File: config.mk
export PLATFORM = sky130hd
export DESIGN_NAME = lsu_mem_master
export DESIGN_NICKNAME = d
export VERILOG_FILES = /design/src/rtl/lsu_mem_master.sv
export SDC_FILE = /design/constraint.sdc
export NUM_CORES = 1
export LEC_CHECK = 0
export CORE_MARGIN = 2
export CORE_UTILIZATION = 46
export DETAILED_ROUTE_END_ITERATION = 10
export GPL_TIMING_DRIVEN = 1
export PLACE_DENSITY = 0.81
export SYNTH_ARGS = -nofsm -noshare
export SYNTH_HDL_FRONTEND = slang
export SYNTH_SLANG_ARGS = --single-unit
export TNS_END_PERCENT = 5
File: constraint.sdc
create_clock -name clk -period 3.4 [get_ports clk]
set_input_delay 0.85 -clock clk [delete_from_list [all_inputs] [get_ports clk]]
set_output_delay 0.85 -clock clk [all_outputs]
set_load 0.005 [all_outputs]
File: src/rtl/lsu_mem_master.sv
// Load/store initiator for a word-addressed, combinational-read data memory.
// Sub-word stores use read-modify-write; mem_we is a registered single-cycle pulse.
module lsu_mem_master #(
  parameter int MEM_WORDS = 256
) (
  input  logic        clk,
  input  logic        rst_n,
  input  logic        req_valid,
  output logic        req_ready,
  input  logic        req_we,
  input  logic [2:0]  req_funct3,
  input  logic [31:0] req_addr,
  input  logic [31:0] req_wdata,
  output logic        rsp_valid,
  output logic [31:0] rsp_rdata,
  output logic        rsp_err,
  output logic [31:0] mem_a,
  output logic [31:0] mem_wd,
  output logic        mem_we,
  input  logic [31:0] mem_rd
);

  // state | meaning
  // IDLE  | waiting for a request (req_ready high from the second cycle on)
  // READ  | mem_a driven, old word / load data sampled from mem_rd
  // SETUP | mem_a/mem_wd settled ahead of the write strobe
  // WRITE | mem_we high for exactly this cycle
  // HOLD  | address/data held after the falling strobe
  // RESP  | rsp_valid strobe
  localparam logic [2:0] IDLE  = 3'd0;
  localparam logic [2:0] READ  = 3'd1;
  localparam logic [2:0] SETUP = 3'd2;
  localparam logic [2:0] WRITE = 3'd3;
  localparam logic [2:0] HOLD  = 3'd4;
  localparam logic [2:0] RESP  = 3'd5;

  localparam logic [31:0] MEM_LIMIT = 32'(MEM_WORDS);

  logic [2:0]  state;
  logic        we_r;
  logic [2:0]  f3_r;
  logic [1:0]  lane_r;
  logic [15:0] wdata_r;

  logic        req_err;
  logic [31:0] shifted;
  logic [31:0] load_data;
  logic [31:0] merge_data;

  always_comb begin
    req_err = 1'b0;
    case (req_funct3)
      3'b011, 3'b110, 3'b111: req_err = 1'b1;
      3'b001, 3'b101:         if (req_addr[0]) req_err = 1'b1;
      3'b010:                 if (req_addr[1:0] != 2'b00) req_err = 1'b1;
      default:                ;
    endcase
    if (req_we && req_funct3[2]) req_err = 1'b1;
    if ({2'b00, req_addr[31:2]} >= MEM_LIMIT) req_err = 1'b1;
  end

  // Little-endian lane select: shifting by lane*8 puts the addressed byte/half at bit 0.
  always_comb begin
    shifted = mem_rd >> {lane_r, 3'b000};
    case (f3_r)
      3'b000:  load_data = {{24{shifted[7]}}, shifted[7:0]};
      3'b100:  load_data = {24'h0, shifted[7:0]};
      3'b001:  load_data = {{16{shifted[15]}}, shifted[15:0]};
      3'b101:  load_data = {16'h0, shifted[15:0]};
      default: load_data = mem_rd;
    endcase
  end

  always_comb begin
    merge_data = mem_rd;
    if (f3_r[1:0] == 2'b00)
      merge_data[{lane_r, 3'b000} +: 8] = wdata_r[7:0];
    else
      merge_data[{lane_r[1], 4'b0000} +: 16] = wdata_r;
  end

  assign rsp_valid = (state == RESP);

  always_ff @(posedge clk or negedge rst_n) begin
    if (!rst_n) begin
      state     <= IDLE;
      req_ready <= 1'b0;
      we_r      <= 1'b0;
      f3_r      <= 3'b000;
      lane_r    <= 2'b00;
      wdata_r   <= 16'h0;
      rsp_rdata <= 32'h0;
      rsp_err   <= 1'b0;
      mem_a     <= 32'h0;
      mem_wd    <= 32'h0;
      mem_we    <= 1'b0;
    end else begin
      mem_we <= 1'b0;
      case (state)
        IDLE: begin
          if (req_ready && req_valid) begin
            req_ready <= 1'b0;
            we_r      <= req_we;
            f3_r      <= req_funct3;
            lane_r    <= req_addr[1:0];
            wdata_r   <= req_wdata[15:0];
            if (req_err) begin
              rsp_err   <= 1'b1;
              rsp_rdata <= 32'h0;
              state     <= RESP;
            end else begin
              mem_a <= {2'b00, req_addr[31:2]};
              if (req_we && req_funct3[1:0] == 2'b10) begin
                mem_wd <= req_wdata;
                state  <= SETUP;
              end else begin
                state <= READ;
              end
            end
          end else begin
            req_ready <= 1'b1;
          end
        end
        READ: begin
          if (!we_r) begin
            rsp_rdata <= load_data;
            rsp_err   <= 1'b0;
            state     <= RESP;
          end else begin
            mem_wd <= merge_data;
            state  <= SETUP;
          end
        end
        SETUP: begin
          mem_we <= 1'b1;
          state  <= WRITE;
        end
        WRITE: state <= HOLD;
        HOLD: begin
          rsp_rdata <= 32'h0;
          rsp_err   <= 1'b0;
          state     <= RESP;
        end
        RESP: begin
          req_ready <= 1'b1;
          state     <= IDLE;
        end
        default: state <= IDLE;
      endcase
    end
  end

endmodule

# --- Word level (Yosys, flattened, before mapping) ---
# Index checks and enable logic that the tools add are counted.
classes:
  n_addsub: 2
  order_cmp: 1
  n_eq_ne: 21
  shift: 5
  mux: 30
  bitwise_logic: 1
  reduce_logical: 16
ops:
  columns: ["op", "n"]
  rows:
  - ["$mux W32", 8]
  - ["$pmux W32 S4", 1]
  - ["$pmux W32 S3", 1]
  - ["$bwmux W32", 2]
  - ["$pmux W32 S2", 1]
  - ["$shift A16 B7 Y32 const A", 1]
  - ["$shift A8 B7 Y32 const A", 1]
  - ["$shiftx A16 B7 Y32", 1]
  - ["$shiftx A8 B7 Y32", 1]
  - ["$shr A32 B5 Y16", 1]
  - ["$ge A30 B9 Y1 const B", 1]
  - ["$eq A3 B3 Y1 const B", 7]
  - ["$pmux W3 S5", 1]
  - ["$neg A5 Y7", 2]
  - ["$eq A3 B2 Y1 const B", 4]
  - ["$ne A2 B2 Y1 const B", 6]
  - ["$eq A3 B1 Y1 const B", 3]
  - ["$mux W1", 9]
  - ["$mux W3", 3]
  - ["$logic_not A3 Y1", 2]
  - ["$pmux W1 S3", 2]
  - ["$reduce_bool A2 Y1", 3]
  - ["$reduce_and A5 Y1", 1]
  - ["$reduce_and A4 Y1", 1]
  - ["other kinds (11)", 13]
totals:
  register_bits: 122
  out_inout_bits: 100

# --- Logic depth before layout (Yosys ltp) ---
# Gate-level depths: netlist of the first run.
depth:
  ltp_word: 8
  depth_mapped: 9
  ltp_nobuf: 7

# --- Least setup slack after synthesis of the first run ---
# No wires, ideal clock.
synth_timing:
  kind: "in2reg"
  start: "input req_addr[11]"
  end: "register rsp_rdata[4]"
  setup_time_ns: 0.127
  t_arrival_ns: 2.413
  t_required_ns: 3.273
  setup_slack_ns: 0.859
  cell_stages: 7
  path_buffers: 2
  cell_sequence: "nor4_1 > nand4_1 > or2_0 > clkbuf_1 > o32ai_4 > buf_4 > mux2_1"
synth_between:
  elab_chain_len: 4
synth_lines:
  columns: ["item", "line_no", "source"]
  rows:
  - ["from (decl)", "12", "input logic [31:0] req_addr,"]
  - ["$ge A30 B9 Y1", "59", "if ({2'b00, req_addr[31:2]} >= MEM_LIMIT) req_err = 1'b1;"]
  - ["$mux W1", "59", null]
  - ["$ne A2 B2 Y1 (no line)", null, null]
  - ["$reduce_and A4 Y1 (no line)", null, null]
  - ["to (signal assigned)", "126", "rsp_rdata <= load_data;"]
  - ["to (decl)", "15", "output logic [31:0] rsp_rdata,"]
# No other way between the ends.
# A chain may end at the register's enable or synchronous reset.

# --- Worst setup path in the final report of the first run ---
layout_timing:
  start: "register lane_r[0]"
  end: "register mem_wd[24]"
layout_between:
  elab_chain_len: 6
layout_lines:
  columns: ["item", "line_no", "source"]
  rows:
  - ["from (decl)", "42", "logic [1:0] lane_r;"]
  - ["from (signal assigned)", "105", "lane_r <= req_addr[1:0];"]
  - ["$neg A5 Y7 (*)", "77", "merge_data[{lane_r, 3'b000} +: 8] = wdata_r[7:0];"]
  - ["$shiftx A8 B7 Y32 or $shift A8 B7 Y32 (tied branches)", "77", null]
  - ["$bwmux W32 (*)", "77", null]
  - ["$mux W32 (*)", "76", "if (f3_r[1:0] == 2'b00)"]
  - ["$mux W32 (*)", "125", "if (!we_r) begin"]
  - ["$pmux W32 S2 (*)", "99", "case (state)"]
  - ["to (signal assigned)", "114", "mem_wd <= req_wdata;"]
  - ["to (signal assigned)", "130", "mem_wd <= merge_data;"]
  - ["to (decl)", "18", "output logic [31:0] mem_wd,"]
# Mark *: on every way between the ends. The rest lies on a longest branch, timed or not. The select of a mux whose other input is x is not followed.

==> results of run 1 <==
final cells by class:
class	instances	area [um2]
clock inverters	7	87.58
flip-flops and latches	122	3053
clock buffers	24	511.7
multi-input cells	374	2724
fillers	920	3918
well taps	172	215.2
repair buffers	216	2132
inverters	8	30.03
state kept, by name, indices dropped and copies added, names as in the netlist:
| name | cells |
|---|---|
| state | 3 |
| rsp_rdata | 32 |
| lane_r | 2 |
| f3_r | 3 |
| req_ready | 1 |
| rsp_err | 1 |
| we_r | 1 |
| wdata_r | 16 |
| mem_we | 1 |
| mem_wd | 32 |
| mem_a | 30 |
logic make-up (layout without fill, tap and decap cells):
group,Yosys count,in the layout,synth area share (%)
xor gates and xnor gates,1,1,0.1458
AOI/OAI and AO/OA,160,160,21.34
other,1,2,0.06240
and+or+nand+nor,148,148,11.81
muxes,58,58,10.74
adders and majority gates,5,5,1.041
DFF,122,122,50.80
buffers and inverters,48,255,4.060
path summary, 6_finish.rpt:
check                              startpoint            end  slack, ps  depth (start not counted)
worst min-delay path                    rst_n      mem_a[29]        440                          1
min in group clk                rsp_rdata[11]  rsp_rdata[11]        480                          1
max in group asynchronous               rst_n     mem_wd[30]       2160                          2
worst max register to register      lane_r[0]     mem_wd[24]        520                          7
worst min register to register  rsp_rdata[11]  rsp_rdata[11]        480                          1
worst max-delay path                lane_r[0]     mem_wd[24]        520                          7
synthesized netlist by cell type, drive strengths merged:
library cell,number,area [um2]
nand4,1,6.260
nand2b,3,26.27
a21o,8,60.06
inv,8,30.03
a21oi,34,170.2
o211ai,1,7.510
nor3b,2,20.02
a22o,9,78.83
clkbuf,17,63.81
xnor2,1,8.760
and2b,1,7.510
nor2b,24,150.1
nor3,14,70.07
o311ai,1,8.760
o21ai,16,80.07
a22oi,8,73.82
nor4,6,37.54
o22a,1,8.760
o21ba,1,10.01
nand2,28,105.1
nand3,1,5.000
nor2,61,231.5
a41o,1,10.01
a31oi,1,6.260
dfrtp,122,3053
o21bai,1,7.510
a32o,10,100.1
buf,23,150.1
conb,1,3.750
o2bb2ai,9,78.83
ha,5,62.56
a221oi,30,262.8
a221o,24,240.2
mux2,49,555.5
or2,3,21.28
or3,3,18.77
a2111oi,1,27.53
a211oi,2,15.01
o32ai,2,36.29
mux2i,9,90.09
or4b,1,10.01
power by group through the flow:
stage	Sequential [mW]	Clock, mW	Combinational (mW)
2_1_floorplan	2.31	0	2.17
3_3_place_gp	2.45	0	3.36
3_5_place_dp	2.47	0	3.46
4_1_cts	2.46	1.83	3.49
5_1_grt	2.53	1.89	3.79
6_report	2.47	1.80	3.51
critical path, stage by stage (launching register included):
cell	delay, ps
dfrtp_1	710
inv_2	190
ha_1	290
or4b_1	530
nor3b_2	500
a221oi_1	180
a21oi_1	250
mux2_2	170
metrics by stage:
step           cells  hold slack, ps  setup slack (ps)
4_1_cts          923           448.4             563.1
6_report         923           437.3             517.4
2_1_floorplan    544           473.6             859.5
5_1_grt          923           490.4             360.1
3_5_place_dp     892           475.6             235.4
3_3_place_gp     892           471.7             303.1
layer usage:
metal / vias to the layer above / part of all wire (%) / routed length, um / track usage [%]
met3: 41 / 11 / 2142 / 9.556
met1: 2703 / 39 / 7567 / 35.04
met5: - / 0 / 0 / 0
li1: 2426 / - / - / -
met4: 0 / 2.9 / 559 / 11.75
met2: 338 / 47 / 9256 / 44.69
==> results.txt, run 1 <==
WL final: 19.53 mm
Die Height: 118.3 um
grt ovf: 0
Avg Synthesized Cell Area: 11.07 um2
initial antenna violation count: 0
clk sinks: 122
chip width: 118.3 um
Clock Latency Late Sink: 420 ps
#FFs+latches synth: 122
Post-Synthesis Cells: 543
Worst EP arrival: 3250 ps
leakage power: 3.794 nW
maxcap violations: 0
drc violations: 0
clk slew on worst S/H paths: 60 ps
FMAX: 346.9 MHz
logic gate share of total power: 45.1%
total CTS buffers: 17
dpl hpwl: 14.66 mm
Initial Utilization: 47.43%
post-CTS resize count: 0
Ports: 203
status: finished, final reports clean
PwrDens: 889.4 nW/um2
design area: 8753 um2
H-Tree Depth: 4
wire per inst: 21.15 um
Cell Area, Placed: 8154 um2
initial drt markers: 416
port bufs: 200
number of diodes: 0
Max-slew headroom: 20.51%
Seq/Total Area, Yosys: 50.80%
first-pass GRT wire length: 30.37 mm
Critical Path Source Type: register
minimum clock period: 2883 ps
Psw: 2.834 mW
clock share of power: 23.1%
Synth Warn #: 0
Sequential Power Share: 31.7%
# nets final: 847
# rows: 41
# Post-CTS Setup Buffers: 0
gp weighted congestion: 0.9228
die area: 13,990 um2
cell-internal power: 4.951 mW
Worst-Margin Slew: 1192 ps
core area: 12,670 um2
final setup fails: 0
clock root buffer: clkbuf_16
total power: 7.785 mW
1st-pass router iterations: 7
Setup CP Type: reg -> reg
hold-fix buffers at CTS: 0
Avg Vias per Cell: 5.967
Hold Crit Class: in -> async
RSZ-0062 raised after global routing: no
Sum Neg Setup Slack: 0 ps
Area Growth Syn to Fin: 45.66%
Finished Core Util: 69.08%
share of cells above drive strength 1: 13.98%
total number of vias: 5,508
Final Hold Viols: 0
VDD IR-drop max: 0.3977 mV
fin crit share: 84.78%
Clock Path Buffers: 2
Sw Ratio: 36.40%
commonest non-fill, non-tap cells in the layout: clkdlybuf4s50_1, dfrtp_1, nor2_1, mux2_2, a21oi_1
largest net degree at the start of global routing: 51
vias in the first global route: 5,686
Crit Path Max Fanout: 18
post-route ant nets: 0
fin. max-slew vios: 0
Clock Skews: 20.54 ps
CTS tree: yes
most common cell after layout, fill and taps aside: clkdlybuf4s50_1
nature of the critical path endpoint: register
Synth Cell Area: 6010 um2
WP data required: 3770 ps
total track usage: 28.12%
Distinct cells, synth: 55
Note: power is estimated with default switching activity, not from simulation.
==> run 2, diff against run 1 <==
--- a/config.mk
+++ b/config.mk
@@ -6,10 +6,10 @@
 export NUM_CORES = 1
 export LEC_CHECK = 0
 export CORE_MARGIN = 2
-export CORE_UTILIZATION = 46
+export CORE_UTILIZATION = 42
 export DETAILED_ROUTE_END_ITERATION = 10
 export GPL_TIMING_DRIVEN = 1
-export PLACE_DENSITY = 0.81
+export PLACE_DENSITY = 0.78
 export SYNTH_ARGS = -nofsm -noshare
 export SYNTH_HDL_FRONTEND = slang
 export SYNTH_SLANG_ARGS = --single-unit
==> constraint.sdc (replaced) <==
create_clock -name clk -period 2.4 [get_ports clk]
set_input_delay 0.6 -clock clk [delete_from_list [all_inputs] [get_ports clk]]
set_output_delay 0.6 -clock clk [all_outputs]
set_load 0.005 [all_outputs]
==> results.txt, run 2 (synthesized netlist as in run 1, its figures left out) <==
maxcap violations: 0
cell-internal power: 7.151 mW
drc violations: 0
total CTS buffers: 17
initial antenna violation count: 0
Worst EP arrival: 1730 ps
Clock Latency Late Sink: 420 ps
Initial Utilization: 43.13%
total power: 11.31 mW
clk sinks: 122
leakage power: 3.983 nW
Avg Vias per Cell: 5.802
largest net degree at the start of global routing: 123
Sequential Power Share: 30.5%
VDD IR-drop max: 0.7220 mV
Psw: 4.159 mW
PwrDens: 1248 nW/um2
die area: 15,280 um2
final std cells w/o fill: 963
Setup CP Type: reg -> out
WP data required: 1800 ps
Crit Path Max Fanout: 10
Finished Core Util: 65.04%
worst-path cell chain: nand2b_4 -> nor2_1 -> clkdlybuf4s50_1
FMAX: 429.3 MHz
port bufs: 200
WL final: 20.01 mm
total number of vias: 5,587
hold-fix buffers at CTS: 0
clk slew on worst S/H paths: 50 ps
Final Hold Viols: 0
final hold slack: 275.5 ps
Clock Path Buffers: 2
Area Growth Syn to Fin: 50.82%
first-pass GRT wire length: 30.92 mm
RSZ-0062 raised after global routing: no
most common cell after layout, fill and taps aside: clkdlybuf4s50_1
number of diodes: 0
# nets final: 880
vias in the first global route: 5,655
final setup fails: 0
fin. max-slew vios: 0
gp weighted congestion: 0.8736
CP max-delay cell: clkdlybuf4s50_1
logic gate share of total power: 47.9%
FF+latch area: 3057 um2
minimum clock period: 2329 ps
Inst Count DP: 933
Sw Ratio: 36.77%
wire per inst: 20.78 um
Hold Crit Class: in -> async
Critical Path Source Type: register
fin crit share: 97.05%
# rows: 43
post-route ant nets: 0
core area: 13,930 um2
Clock Skews: 12.92 ps
fillers: 1,065
nature of the critical path endpoint: output pin
area of the multi-input gates: 2750 um2
clock share of power: 21.6%
initial drt markers: 343
Max-slew headroom: 49.82%
Largest regs: mem_wd: 32 flops, rsp_rdata: 32 flops, mem_a: 30 flops
Critical Path Max Stage Delay: 530 ps
total track usage: 27.05%
Ports: 203
Die Height: 123.6 um
1st-pass router iterations: 8
clock root buffer: clkbuf_16
commonest non-fill, non-tap cells in the layout: clkdlybuf4s50_1, dfrtp_1, nor2_1, mux2_2, buf_4
dpl hpwl: 14.71 mm
H-Tree Depth: 4
grt ovf: 0
Worst-Margin Slew: 752.7 ps
share of cells above drive strength 1: 18.14%
status: finished, final reports clean
chip width: 123.6 um
# Post-CTS Setup Buffers: 0
CTS tree: yes
## run 2: path summary, 6_finish.rpt
path,start,to,slack [ps],depth (start not counted)
worst max-delay path,state[1],rsp_valid,70,3
worst min-delay path,rst_n,mem_a[4],280,2
worst max register to register,lane_r[0],mem_wd[25],160,7
worst min register to register,rsp_rdata[8],rsp_rdata[8],480,1
max in group asynchronous,rst_n,state[1],1620,2
min in group clk,rsp_rdata[8],rsp_rdata[8],480,1
## run 2: area by class of cell
| class | instances | share of cell area [%] |
|---|---|---|
| Clock buffer | 21 | 5.080 |
| Timing Repair Buffer | 249 | 26.95 |
| Sequential cell | 122 | 33.72 |
| Multi-Input combinational cell | 374 | 30.34 |
| Tap cell | 180 | 2.485 |
| Inverter | 8 | 0.3313 |
| Clock inverter | 9 | 1.091 |
## run 2: worst max-delay path, delay by kind of cell, from the launching register on
| family | cells | cell delay [ps] |
|---|---|---|
| flip-flops | 1 | 470 |
| buffers and inverters | 1 | 530 |
| AND/OR/NAND/NOR | 2 | 310 |
## run 2: stage by stage
stage | TNS (ps) | setup slack (ps) | cell area (um2)
floorplan | -825.3 | -81.22 | 6022
global placement | -47310 | -562.9 | 8471
detailed placement | -47790 | -586.3 | 8471
CTS | 0 | 25.94 | 9050
global route | 0 | 0.3767 | 9064
finish | 0 | 70.83 | 9064
## run 2: power groups by stage
| stage | clock (mW) | sequential, mW | combinational, mW |
|---|---|---|---|
| finish | 2.44 | 3.45 | 5.42 |
| detailed placement | 0 | 3.45 | 5.35 |
| CTS | 2.48 | 3.43 | 5.39 |
| global route | 2.58 | 3.53 | 5.87 |
| global placement | 0 | 3.41 | 5.22 |
| floorplan | 0 | 3.27 | 3.08 |
## run 2: layer usage
layer  part of all wire (%)  up-vias  GRT usage [%]
met3                    9.5       50          7.967
met1                     41     2726          35.42
li1                       -     2497              -
met2                     46      314          41.96
met4                    2.8        0          11.36
met5                      0        -              0
## run 2: timing repair
action                     in CTS  in global routing
setup endpoints to repair      85                 49
gates resized for setup         6                  5
pin swaps                       0                  0
==> run 3, diff against run 2 <==
--- a/config.mk
+++ b/config.mk
@@ -5,11 +5,12 @@
 export SDC_FILE = /design/constraint.sdc
 export NUM_CORES = 1
 export LEC_CHECK = 0
+export ABC_AREA = 1
 export CORE_MARGIN = 2
-export CORE_UTILIZATION = 42
+export CORE_UTILIZATION = 44
 export DETAILED_ROUTE_END_ITERATION = 10
 export GPL_TIMING_DRIVEN = 1
-export PLACE_DENSITY = 0.78
+export PLACE_DENSITY = 0.77
 export SYNTH_ARGS = -nofsm -noshare
 export SYNTH_HDL_FRONTEND = slang
 export SYNTH_SLANG_ARGS = --single-unit
==> results.txt, run 3 <==
total track usage: 27.80%
total CTS buffers: 17
CTS tree: yes
Post-Synthesis Cells: 1,121
number of enable flip-flop cells after synthesis: 0
gp weighted congestion: 0.9463
Area Growth Syn to Fin: 40.67%
CP max-delay cell: clkdlybuf4s50_1
WL final: 24.66 mm
worst reg2reg path startpoint: lane_r[1]
FF-to-FF setup slack: 370 ps
WP data required: 1800 ps
Clock Path Buffers: 2
dpl ws: 8.857 ps
area of the multi-input gates: 3687 um2
minimum clock period: 2288 ps
final std cells w/o fill: 1,548
core area: 16,520 um2
clock root buffer: clkbuf_16
clk slew on worst S/H paths: 60 ps
Ports: 203
maxcap violations: 0
Crit Path Max Fanout: 6
#FFs+latches synth: 122
drc violations: 0
worst r2r path cells: 11
fin crit share: 95.32%
# rows: 47
FF-to-FF End: mem_wd[14]
Worst-Margin Slew: 549.9 ps
VDD IR-drop max: 0.7335 mV
RSZ-0062 raised after global routing: no
wire per inst: 15.93 um
vias in the first global route: 7,527
Largest regs: mem_wd: 32 flops, rsp_rdata: 32 flops, mem_a: 30 flops
PwrDens: 1275 nW/um2
port bufs: 200
Max-slew headroom: 63.20%
Final Hold Viols: 0
number of diodes: 0
fillers: 1,506
most common cell after layout, fill and taps aside: nand2_1
Async SR Flop Fraction: 100.0%
fin. max-slew vios: 0
top-count cell post-synth: nand2_1
total number of vias: 8,046
Initial Utilization: 45.00%
first-pass GRT wire length: 39.23 mm
leakage power: 5.328 nW
top-area cell type share of the netlist area: 41.06%
Clock Latency Late Sink: 420 ps
chip width: 134 um
grt ovf: 0
post-route ant nets: 0
Critical Path Source Type: register
1st-pass router iterations: 5
Clock Skews: 7.970 ps
hold-fix buffers at CTS: 0
largest net degree at the start of global routing: 55
Cell Area, Placed: 9829 um2
dpl hpwl: 18.04 mm
main flop type after synthesis: dfrtp_1
Synth area leader: dfrtp_1
Inst Count DP: 1,513
Worst EP arrival: 1690 ps
nature of the critical path endpoint: output pin
Seq/Total Area, Yosys: 41.06%
ranking of synthesized cells by area: dfrtp_1, nand2_1, nand3_1
Critical Path Source: state[2]
H-Tree Depth: 4
Distinct cells, synth: 30
Setup CP Type: reg -> out
clk sinks: 122
Commonest cells post-synth: nand2_1, dfrtp_1, inv_1, nand3_1, nor2_1
Synth Warn #: 0
Sum Neg Setup Slack: 0 ps
design area: 10,460 um2
Die Height: 134 um
initial antenna violation count: 0
Avg Synthesized Cell Area: 6.633 um2
worst setup margin: 112.3 ps
die area: 17,960 um2
worst-path cell chain: inv_1 -> nor3_2 -> clkdlybuf4s50_1
final setup fails: 0
WP buf/inv: 2
# nets final: 1,423
initial drt markers: 749
Avg Vias per Cell: 5.198
cell family with most CP delay: buffers and inverters
Synth Cell Area: 7436 um2
FMAX: 437.1 MHz
Critical Path Max Stage Delay: 560 ps
share of cells above drive strength 1: 7.078%
total power: 13.34 mW
commonest non-fill, non-tap cells in the layout: nand2_1, clkdlybuf4s50_1, dfrtp_1, inv_1
FF+latch area: 3055 um2
Hold Crit Class: in -> async
status: finished, final reports clean
[run 3: cell count changes after synthesis, sizes merged, moves of 18 or more]
cell    previous run  this run
nor2b             24         0
a221o             24         0
nand3              1        82
a21oi             34        58
o211ai             1        22
o21ai             16        52
mux2              49         0
nand2             28       458
a221oi            30         1
inv                8       106
nor2              61        79
nand4              1        50
[run 3: where the power goes]
| group | leakage, nW | switching (mW) | internal (mW) |
|---|---|---|---|
| clock | 0.290 | 1.03 | 1.58 |
| sequential | 1.49 | 0.568 | 2.76 |
| combinational | 3.55 | 4.45 | 2.95 |
[run 3: cell type report]
type	count	area share [%]
multi-input cells	824	35.25
well taps	220	2.632
clock buffers	18	4.199
flip-flops and latches	122	29.21
clock inverters	14	1.543
inverters	109	3.911
repair buffers	241	23.25
[run 3: worst register-to-register path, stage by stage, from the launching register on]
cell	delay, ps
dfrtp_1	420
inv_2	70
ha_1	300
inv_1	270
nand2_1	120
nor2_1	150
nand2_1	80
nand2_1	80
nand3_1	130
nand2_1	130
nand4_1	120
nand2_1	100
[run 3: worst max-delay path by stage]
stage	depth (start not counted)	slack, ps	to
2_1_floorplan	14	260	mem_wd[30]
3_3_place_gp	12	50	rsp_rdata[15]
3_5_place_dp	12	9	rsp_rdata[23]
4_1_cts	3	30	rsp_valid
5_1_grt	3	20	rsp_valid
6_report	3	110	rsp_valid
[run 3: cells by family (layout without fill, tap and decap cells)]
group	Yosys count	in the layout	share of synthesized area (%)
and+or+nand+nor	682	682	38.60
buffers and inverters	176	382	9.474
AOI/OAI and AO/OA	135	135	9.978
DFF	122	122	41.06
adders and majority gates	5	5	0.8413
other	1	2	0.05043
[run 3: timing repair]
item | CTS | global route
buffers inserted | 0 | 3
gates resized for setup | 2 | 1
setup endpoints to repair | 1 | 1
pin swaps | 0 | 1
[run 3: metal layers]
| layer | vias up | part of all wire, % | global-route usage [%] |
|---|---|---|---|
| met5 | - | 0 | 0 |
| met4 | 0 | 2.1 | 7.861 |
| met3 | 39 | 7.3 | 5.178 |
| met2 | 314 | 48 | 45.30 |
| li1 | 3967 | - | - |
| met1 | 3726 | 43 | 38.04 |
[run 3: through the flow]
step / utilization, % / hold WS, ps
after global placement: 59.48 / 454.7
after CTS: 63.16 / 69.86
final: 63.30 / 78.01
after detailed placement: 59.48 / 458.8
after floorplan: - / 304.4
after global routing: 63.30 / 81.33
